<file path="src/rtl/pipe_hazard_ctrl_pkg.sv">
// Shared types and constants for the pipeline hazard controller.
package pipe_hazard_ctrl_pkg;

    // Sequencer states: normal flow, waiting on data memory, one-cycle timeout recovery.
    typedef enum logic [1:0] {
        ST_RUN      = 2'd0,
        ST_MEM_WAIT = 2'd1,
        ST_FAULT    = 2'd2
    } hz_state_e;

    // Default number of MEM_WAIT cycles tolerated before declaring a memory fault.
    localparam int DEFAULT_MEM_TIMEOUT = 15;

    // Pipeline control bundle driven by the sequencer.
    typedef struct packed {
        logic pc_en;
        logic if_id_en;
        logic id_ex_en;
        logic ex_mem_en;
        logic mem_wb_en;
        logic if_id_flush;
        logic id_ex_flush;
        logic ex_mem_flush;
        logic mem_wb_flush;
        logic dmem_req;
    } pipe_ctl_t;

    // Free-flowing pipeline: every register advances, no bubbles, no memory request.
    function automatic pipe_ctl_t ctl_flow();
        pipe_ctl_t c;
        c = '0;
        c.pc_en     = 1'b1;
        c.if_id_en  = 1'b1;
        c.id_ex_en  = 1'b1;
        c.ex_mem_en = 1'b1;
        c.mem_wb_en = 1'b1;
        return c;
    endfunction

    // Memory stall: everything up to EX/MEM holds, a bubble goes into MEM/WB.
    function automatic pipe_ctl_t ctl_mem_freeze();
        pipe_ctl_t c;
        c = '0;
        c.mem_wb_en    = 1'b1;
        c.mem_wb_flush = 1'b1;
        c.dmem_req     = 1'b1;
        return c;
    endfunction

endpackage

</file>
<file path="src/rtl/pipe_hazard_ctrl_load_use_detect.sv">
// Combinational load-use hazard detector: a load in EX whose destination
// feeds either source operand of the instruction currently in ID.
module load_use_detect
(
    input  logic [4:0] id_rs1,
    input  logic [4:0] id_rs2,
    input  logic       ex_data_re,
    input  logic       ex_reg_file_we,
    input  logic [4:0] ex_reg_file_rd,
    output logic       hazard
);

    // x0 is hard-wired zero, so a load targeting it never creates a dependency.
    always_comb begin
        hazard = ex_data_re && ex_reg_file_we && (ex_reg_file_rd != 5'd0) &&
                 ((ex_reg_file_rd == id_rs1) || (ex_reg_file_rd == id_rs2));
    end

endmodule

</file>
<file path="src/rtl/pipe_hazard_ctrl.sv">
// Pipeline hazard controller: load-use stalls, branch redirect flushes,
// data-memory wait states with timeout, and a stall-cycle counter.
module pipe_hazard_ctrl
    import pipe_hazard_ctrl_pkg::*;
#(
    parameter int MEM_TIMEOUT = DEFAULT_MEM_TIMEOUT
)
(
    input  logic        clk,
    input  logic        rst,
    input  logic [4:0]  id_rs1,
    input  logic [4:0]  id_rs2,
    input  logic        ex_data_re,
    input  logic        ex_reg_file_we,
    input  logic [4:0]  ex_reg_file_rd,
    input  logic        ex_redirect,
    input  logic        mem_data_mem_re,
    input  logic        mem_data_mem_we,
    input  logic        dmem_ready,
    output logic        dmem_req,
    output logic        pc_en,
    output logic        if_id_en,
    output logic        id_ex_en,
    output logic        ex_mem_en,
    output logic        mem_wb_en,
    output logic        if_id_flush,
    output logic        id_ex_flush,
    output logic        ex_mem_flush,
    output logic        mem_wb_flush,
    output logic        mem_fault,
    output logic [31:0] stall_cycles
);

    localparam int CNT_W = (MEM_TIMEOUT < 2) ? 1 : $clog2(MEM_TIMEOUT + 1);
    localparam logic [CNT_W-1:0] CNT_LAST = CNT_W'(MEM_TIMEOUT - 1);

    hz_state_e        state_reg, state_next;
    logic [CNT_W-1:0] wait_cnt_reg, wait_cnt_next;
    logic [31:0]      stall_cycles_reg;
    logic             mem_fault_reg;
    logic             load_use;
    logic             mem_access;
    pipe_ctl_t        ctl;

    load_use_detect u_load_use_detect (
        .id_rs1         (id_rs1),
        .id_rs2         (id_rs2),
        .ex_data_re     (ex_data_re),
        .ex_reg_file_we (ex_reg_file_we),
        .ex_reg_file_rd (ex_reg_file_rd),
        .hazard         (load_use)
    );

    assign mem_access = mem_data_mem_re | mem_data_mem_we;

    // State, wait counter and fault pulse registers.
    always_ff @(posedge clk or posedge rst) begin
        if (rst) begin
            state_reg     <= ST_RUN;
            wait_cnt_reg  <= '0;
            mem_fault_reg <= 1'b0;
        end else begin
            state_reg     <= state_next;
            wait_cnt_reg  <= wait_cnt_next;
            mem_fault_reg <= (state_next == ST_FAULT);
        end
    end

    // Next-state and pipeline controls; reset forces every control low so an
    // in-flight memory request is dropped without waiting for a clock edge.
    always_comb begin
        state_next    = state_reg;
        wait_cnt_next = wait_cnt_reg;
        ctl           = '0;
        if (!rst) begin
            unique case (state_reg)
                ST_RUN: begin
                    if (mem_access && !dmem_ready) begin
                        // MEM stall wins over everything: EX is frozen, so any
                        // redirect or load-use is reconsidered after the wait.
                        ctl           = ctl_mem_freeze();
                        state_next    = ST_MEM_WAIT;
                        wait_cnt_next = '0;
                    end else begin
                        ctl          = ctl_flow();
                        ctl.dmem_req = mem_access;
                        if (ex_redirect) begin
                            // The squashed younger instructions make the load-use moot.
                            ctl.if_id_flush = 1'b1;
                            ctl.id_ex_flush = 1'b1;
                        end else if (load_use) begin
                            ctl.pc_en       = 1'b0;
                            ctl.if_id_en    = 1'b0;
                            ctl.id_ex_flush = 1'b1;
                        end
                    end
                end
                ST_MEM_WAIT: begin
                    if (dmem_ready) begin
                        // Ready beats a timeout landing in the same cycle.
                        ctl          = ctl_flow();
                        ctl.dmem_req = 1'b1;
                        state_next   = ST_RUN;
                    end else begin
                        ctl = ctl_mem_freeze();
                        if (wait_cnt_reg == CNT_LAST) begin
                            state_next = ST_FAULT;
                        end else begin
                            wait_cnt_next = wait_cnt_reg + 1'b1;
                        end
                    end
                end
                ST_FAULT: begin
                    // Squash the whole pipe but keep fetching so recovery proceeds.
                    ctl.pc_en        = 1'b1;
                    ctl.if_id_flush  = 1'b1;
                    ctl.id_ex_flush  = 1'b1;
                    ctl.ex_mem_flush = 1'b1;
                    ctl.mem_wb_flush = 1'b1;
                    state_next       = ST_RUN;
                end
                default: begin
                    state_next = ST_RUN;
                end
            endcase
        end
    end

    // Stall counter: counts every cycle the PC is held, wrapping naturally.
    always_ff @(posedge clk or posedge rst) begin
        if (rst) begin
            stall_cycles_reg <= '0;
        end else if (!ctl.pc_en) begin
            stall_cycles_reg <= stall_cycles_reg + 32'd1;
        end
    end

    assign pc_en        = ctl.pc_en;
    assign if_id_en     = ctl.if_id_en;
    assign id_ex_en     = ctl.id_ex_en;
    assign ex_mem_en    = ctl.ex_mem_en;
    assign mem_wb_en    = ctl.mem_wb_en;
    assign if_id_flush  = ctl.if_id_flush;
    assign id_ex_flush  = ctl.id_ex_flush;
    assign ex_mem_flush = ctl.ex_mem_flush;
    assign mem_wb_flush = ctl.mem_wb_flush;
    assign dmem_req     = ctl.dmem_req;
    assign mem_fault    = mem_fault_reg;
    assign stall_cycles = stall_cycles_reg;

endmodule
</file>
<file path="config.mk">
export PLATFORM = sky130hd
export DESIGN_NAME = pipe_hazard_ctrl
export DESIGN_NICKNAME = d
export VERILOG_FILES = /design/src/rtl/pipe_hazard_ctrl_pkg.sv /design/src/rtl/pipe_hazard_ctrl_load_use_detect.sv /design/src/rtl/pipe_hazard_ctrl.sv
export SDC_FILE = /design/constraint.sdc
export NUM_CORES = 1
export LEC_CHECK = 0
export CAP_MARGIN = 15
export CORE_MARGIN = 5
export CORE_UTILIZATION = 45
export CTS_BUF_LIST = sky130_fd_sc_hd__clkbuf_8
export DETAILED_ROUTE_END_ITERATION = 7
export PLACE_DENSITY = 0.78
export SLEW_MARGIN = 15
export SYNTH_ARGS = -nofsm -noshare
export SYNTH_HDL_FRONTEND = slang
export SYNTH_SLANG_ARGS = --single-unit
</file>
<file path="constraint.sdc">
create_clock -name clk -period 3 [get_ports clk]
set_input_delay 0.6 -clock clk [delete_from_list [all_inputs] [get_ports clk]]
set_output_delay 0.6 -clock clk [all_outputs]
set_load 0.02 [all_outputs]
</file>
==> reports/results.ini, run 1 <==
[status]
outcome = complete, no violations

[detailed_routing]
final_antenna_net_count = 0
routed_wire_length_per_instance_um = 14.3
post_drt_via_cell_ratio = 5.17
drt-initial-drc-count = 83
drc_errors = 0
routed_wl_um = 4890
drt_first_pass_iters = 4
detailroute.via_count = 1767

[clocking]
clock-root-buffer = sky130_fd_sc_hd__clkbuf_8
insertion_delay_ns = 0.29
clock_tree.htree_level_count = 2
clock_sinks = 39
post_cts_setup_inserts = 0
cts_tree = done
cts.reportedPaths.clkPinSlew_ns = 0.08
clock_path_buffers = 2
clock_buffers_created_by_tritoncts = 5

[placement]
place_area_um2 = 2880
routabilityCongestion = 0.811
place.detailed.hpwl_um = 3830
placement.io_buffers = 65

[finish]
largest_reg_flops = 32
share_of_cells_above_drive_strength_1 = 0.131
final_area_um2 = 2990
layout.cells.most_common = sky130_fd_sc_hd__clkdlybuf4s50_1
layout.nets = 315
final.fill_count = 350
synthToLayoutAreaGrowth_pct = 45.9
leading_cell_types_in_the_layout_fill_and_taps_excluded = sky130_fd_sc_hd__clkdlybuf4s50_1, sky130_fd_sc_hd__dfrtp_1, sky130_fd_sc_hd__xnor2_1
antenna-diode-count = 0

[grt]
grt.overflow.total = 0
global_route.usage.met2 = 0.299
grt_util_met1 = 0.218
grt_use_total = 0.176
wire_length_of_the_first_global_routing_pass_um = 8670
grt_max_degree = 40
antenna_violations_before_repair = 0
first_global_vias = 1802
grt-busiest-layer = met2
met3_track_utilization_from_global_routing = 0.0428

[synth]
synth_fp_nets = 230
post-synth-top-area-fraction = 0.476
postSynth.topFlopCell = sky130_fd_sc_hd__dfrtp_1
post_synth_main_area_contributors = sky130_fd_sc_hd__dfrtp_1, sky130_fd_sc_hd__xnor2_1, sky130_fd_sc_hd__xor2_1
yosysUniqueCellTypes = 40
mappedNetlistArea_um2 = 2050
synthesis.area_per_instance_um2 = 10.1
synth_area_leader_cell = sky130_fd_sc_hd__dfrtp_1
synth-edff-count = 0
synthesis.yosys.warnings = 0
ys_seq_elements = 39
syn-instance-count = 204
yosysSeqAreaShare = 0.476
async_reset_ff_frac = 1.00

[floorplanning]
initial_cell_density_of_the_core = 0.468
rows = 24
num_io_pins = 66
dieWidth_um = 77.5
dieArea_um2 = 6010
core_region_area_um2 = 4380
die-height_um = 77.5

[worst_setup_path]
critical_path.endpoint_type = output pin
path_cells = clkdlybuf4s50_1 -> nor3_1 -> o21ai_1 -> buf_4 -> inv_1 -> clkdlybuf4s50_1
worst_path_max_delay_cell = sky130_fd_sc_hd__clkdlybuf4s50_1
critPathMaxFanout = 3
regToRegSetupSlack_ns = 0.68
cp_top_family = buffers and inverters
crit_path_frequent_cell = sky130_fd_sc_hd__clkdlybuf4s50_1
crit_path_start_kind = input port
timing.critical_path.slowest_cell_delay_ns = 0.61
worst-path-buf-inv = 4
critPathRequiredTime_ns = 2.40
critPathKind = in2out
crit_arrival_ns = 2.32
crit_cells = 6
r2r_start = state_reg[1]
rr_endpoint = stall_cycles[16]
r2r.worst_path.cells = 8

[sta]
whs_ns = 0.475
final_min_period_over_clock_period = 0.972
max_slew_margin = 0.673
finalWorstPathRequiredPeriod_ns = 2.92
timing.final.max_slew_violations = 0
tightestPinTransition_ns = 0.487
finalSetupTns_ns = 0
worst_clock_skew_ns = 0.00979
timing_hold_violations_final = 0
setup_viol = 0
timing.fmax_ghz = 0.343

[pwr]
power-per-cell-area_nw_per_um2 = 513
irDropWorstVdd_mv = 0.409
leakage_nw = 1.34

[hold_path]
hold-path-cell-count = 1
hold_path.startpoint = stall_cycles[31]
hold_removal_path_class = reg2reg
worst_hold_path.endpoint = stall_cycles[31]

[flow_run]
max_cap_violations = 0

## worst reg2reg max path: stages (launching register included)
cell                      delay [ns]
sky130_fd_sc_hd__dfrtp_1        0.48
sky130_fd_sc_hd__nor3b_2        0.23
sky130_fd_sc_hd__buf_4          0.16
sky130_fd_sc_hd__nor3_1         0.28
sky130_fd_sc_hd__nand3_1        0.11
sky130_fd_sc_hd__o21ai_1        0.42
sky130_fd_sc_hd__buf_4          0.25
sky130_fd_sc_hd__nand4_1        0.13
sky130_fd_sc_hd__xnor2_1        0.15
## stage by stage
step / utilization / std cells / power (mW) / setup slack, ns
floorplan: - / 204 / 0.925 / 0.611
global placement: 0.657 / 334 / 1.14 / -0.349
detailed placement: 0.657 / 334 / 1.15 / -0.364
CTS: 0.683 / 342 / 1.56 / 0.0119
global route: 0.683 / 342 / 1.63 / -0.00129
finish: 0.683 / 342 / 1.53 / 0.0840
## kinds of logic (layout without fill, tap and decap cells)
family | Yosys count | after routing | synth area share
flip-flops | 39 | 39 | 0.476
buffers and inverters | 14 | 100 | 0.0323
AND/OR/NAND/NOR | 85 | 85 | 0.224
adder cells (fa/ha/maj) | 3 | 3 | 0.0183
multiplexers | 2 | 2 | 0.0110
AO/OA/AOI/OAI | 20 | 20 | 0.0635
XOR/XNOR | 41 | 41 | 0.175
## Yosys cell counts, types with 2 or more instances
library cell,count
sky130_fd_sc_hd__buf_2,5
sky130_fd_sc_hd__a21oi_1,3
sky130_fd_sc_hd__and4_1,5
sky130_fd_sc_hd__a31oi_1,2
sky130_fd_sc_hd__inv_1,5
sky130_fd_sc_hd__o21ai_0,3
sky130_fd_sc_hd__xor2_1,13
sky130_fd_sc_hd__nor3_1,13
sky130_fd_sc_hd__o21ai_1,4
sky130_fd_sc_hd__nand4_1,4
sky130_fd_sc_hd__and3_1,7
sky130_fd_sc_hd__nand3_1,17
sky130_fd_sc_hd__buf_4,2
sky130_fd_sc_hd__nand2_1,19
sky130_fd_sc_hd__nor3b_1,3
sky130_fd_sc_hd__ha_1,3
sky130_fd_sc_hd__nor2_1,8
sky130_fd_sc_hd__dfrtp_1,39
sky130_fd_sc_hd__xnor2_1,28
## routing by layer
layer	routed length (um)	up-vias
li1	-	876
met1	2090	840
met2	2460	40
met3	240	11
met4	93	0
met5	0	-
## layout make-up
| cell class | count | area [um2] | share of cell area |
|---|---|---|---|
| multi-input combinational | 151 | 1010 | 0.339 |
| sequential | 39 | 976 | 0.326 |
| timing repair buffer | 86 | 811 | 0.271 |
| clock buffer | 7 | 96.3 | 0.0322 |
| tap | 52 | 65.1 | 0.0217 |
| inverter | 6 | 22.5 | 0.00753 |
| clock inverter | 1 | 7.51 | 0.00251 |
## report_power, final
part	switching (mW)	leakage, nW	total, mW	internal (mW)
logic	0.225	0.770	0.457	0.232
registers	0.0878	0.523	0.684	0.597
clock network	0.184	0.0505	0.393	0.209
## worst max-delay path by stage
stage	startpoint	endpoint	slack [ns]
global route	mem_data_mem_we	id_ex_en	-0.001
global placement	ex_reg_file_rd[0]	if_id_en	-0.35
CTS	ex_reg_file_rd[0]	id_ex_flush	0.01
finish	mem_data_mem_we	id_ex_en	0.08
floorplan	rst	pc_en	0.61
detailed placement	ex_reg_file_rd[0]	if_id_en	-0.36
## repair_timing
item	4_1_cts	5_1_grt
gates resized for setup	10	3
pin swaps	0	1
endpoints found under the setup margin	3	5
hold buffers	0	0
Note: power is estimated with default switching activity, not from simulation.
==> inputs of run 2 (changes only) <==
Settings changed: CORE_UTILIZATION 45 to 51, PLACE_DENSITY 0.78 to 0.87.
==> run 2 against run 1 <==
  * Clock skew is essentially flat
  * Critical path depth did not move
  * Hold slack got worse by 0.0016 ns
  * Sequential cell count is the same
  * Fmax rose by 0.21%
  * Routed wire length increased by 3.3%
  * Largest power group unchanged
==> reports/results.ini, run 2 (synthesis gave the netlist of run 1 again) <==
[grt]
first_global_vias = 1841  ; +2.2%
grt_use_total = 0.207  ; +0.0300
grt_max_degree = 40  ; unchanged
wire_length_of_the_first_global_routing_pass_um = 8580  ; -1.0%
grt.overflow.total = 0  ; unchanged
antenna_violations_before_repair = 0  ; unchanged

[detailed_routing]
drc_errors = 0  ; unchanged
final_antenna_net_count = 0  ; unchanged
drt-initial-drc-count = 104  ; +25%
drt_first_pass_iters = 4  ; unchanged
routed_wl_um = 5050  ; +3.3%
post_drt_via_cell_ratio = 5.27  ; +2.0%
detailroute.via_count = 1786  ; +1.1%
routed_wire_length_per_instance_um = 14.9  ; +4.2%

[placement]
dpl.cell_count = 331  ; -0.90%
place.detailed.hpwl_um = 3860  ; +0.99%
placement.io_buffers = 65  ; unchanged
place_area_um2 = 2870  ; -0.35%
routabilityCongestion = 0.784  ; -3.3%

[floorplanning]
die-height_um = 73.4  ; -5.3%
num_io_pins = 66  ; unchanged
initial_cell_density_of_the_core = 0.520  ; +0.0524
dieArea_um2 = 5390  ; -10%
dieWidth_um = 73.4  ; -5.3%
core_region_area_um2 = 3940  ; -10%
rows = 23  ; -4.2%

[clocking]
clock_path_buffers = 2  ; unchanged
insertion_delay_ns = 0.30  ; about the same
clock_buffers_created_by_tritoncts = 5  ; unchanged
clock_sinks = 39  ; unchanged
cts.reportedPaths.clkPinSlew_ns = 0.08  ; about the same
cts_tree = done
clock_tree.htree_level_count = 2  ; unchanged
clock-root-buffer = sky130_fd_sc_hd__clkbuf_8

[worst_setup_path]
r2r_start = state_reg[1]
critPathMaxFanout = 2  ; -1
r2r.worst_path.cells = 7  ; -1
cp_top_family = buffers and inverters
timing.critical_path.slowest_cell_delay_ns = 0.43  ; -0.18 ns
critPathKind = in2out
crit_arrival_ns = 2.31  ; about the same
path_cells = clkdlybuf4s50_1 -> or3_1 -> o311a_1 -> a31oi_2 -> buf_4 -> clkdlybuf4s15_2
crit_path_start_kind = input port
regToRegSetupSlack_ns = 0.88  ; +0.20 ns
worst-path-buf-inv = 3  ; -1
rr_endpoint = stall_cycles[8]
worst_path_max_delay_cell = sky130_fd_sc_hd__clkdlybuf4s50_1
critical_path.endpoint_type = output pin
critPathRequiredTime_ns = 2.40  ; about the same

[finish]
final_area_um2 = 2970  ; -0.63%
largest_reg_flops = 32  ; unchanged
synthToLayoutAreaGrowth_pct = 45.0
final.fill_count = 287  ; -18%
final_instance_count_without_filler_cells = 339  ; -0.88%
finalCoreUtilization = 0.754  ; +0.0717
layout.cells.most_common = sky130_fd_sc_hd__clkdlybuf4s50_1
leading_cell_types_in_the_layout_fill_and_taps_excluded = sky130_fd_sc_hd__clkdlybuf4s50_1, sky130_fd_sc_hd__dfrtp_1, sky130_fd_sc_hd__xnor2_1
layout.nets = 314  ; -0.32%
share_of_cells_above_drive_strength_1 = 0.128  ; -0.00301
antenna-diode-count = 0  ; unchanged
layout.area.seq_um2 = 976  ; unchanged
multi_input_area_um2 = 1020  ; +0.62%

[hold_path]
hold_removal_path_class = reg2reg
hold-path-cell-count = 1  ; unchanged
hold_path.startpoint = stall_cycles[31]
worst_hold_path.endpoint = stall_cycles[31]

[sta]
timing.fmax_ghz = 0.344  ; +0.21%
whs_ns = 0.473  ; -0.00156 ns
finalWorstPathRequiredPeriod_ns = 2.91  ; -0.00621 ns
timing_hold_violations_final = 0  ; unchanged
timing.final.max_slew_violations = 0  ; unchanged
finalSetupTns_ns = 0  ; unchanged
max_slew_margin = 0.680  ; +0.00663
final_min_period_over_clock_period = 0.970  ; -0.00207
setup_viol = 0  ; unchanged
tightestPinTransition_ns = 0.481  ; -0.00668 ns
worst_clock_skew_ns = 0.00957  ; -0.000227 ns

[pwr]
leakage_nw = 1.32  ; -1.7%
irDropWorstVdd_mv = 0.435  ; +6.2%
power-per-cell-area_nw_per_um2 = 518  ; +1.0%

[status]
outcome = complete, no violations

[flow_run]
max_cap_violations = 0  ; unchanged

## run 2: what timing repair did
item	4_1_cts	5_1_grt
endpoints found under the setup margin	3	3
setup buffers	0	0
pin swaps	0	1
hold endpoints to repair	0	0
hold buffers	0	0
gates resized for setup	7	5
## run 2: cell type report
cell class / count / share of cell area
Multi-Input combinational cell: 151 / 0.343
Sequential cell: 39 / 0.328
Timing Repair Buffer: 85 / 0.266
Clock buffer: 7 / 0.0324
Tap cell: 50 / 0.0210
Inverter: 6 / 0.00757
Clock inverter: 1 / 0.00126
## run 2: report_power, final
| part | leakage (nW) | internal [mW] | switching, mW |
|---|---|---|---|
| logic | 0.743 | 0.233 | 0.233 |
| registers | 0.523 | 0.597 | 0.0942 |
| clock network | 0.0557 | 0.206 | 0.177 |
| total | 1.32 | 1.04 | 0.504 |
## run 2: layer usage
metal  wire length [um]  GRT usage  vias up
li1                   -          -      874
met5                  0          0        -
met4                 78     0.0644        0
met1               2090      0.258      860
met2               2640      0.354       43
met3                245     0.0479        9
## run 2: worst max path at each step
stage | start | end | slack (ns) | depth (start not counted)
final | ex_reg_file_rd[0] | if_id_en | 0.09 | 6
after global routing | ex_reg_file_rd[1] | if_id_en | -0.003 | 6
after CTS | ex_reg_file_rd[1] | id_ex_flush | 0.003 | 6
after detailed placement | ex_reg_file_rd[1] | pc_en | -0.33 | 7
after global placement | ex_reg_file_rd[1] | pc_en | -0.26 | 7
after floorplan | rst | pc_en | 0.61 | 6
## run 2: stage by stage
stage / total power, mW / setup WS [ns]
floorplan: 0.925 / 0.611
global placement: 1.14 / -0.262
detailed placement: 1.17 / -0.327
CTS: 1.55 / 0.00263
global route: 1.63 / -0.00305
finish: 1.54 / 0.0902
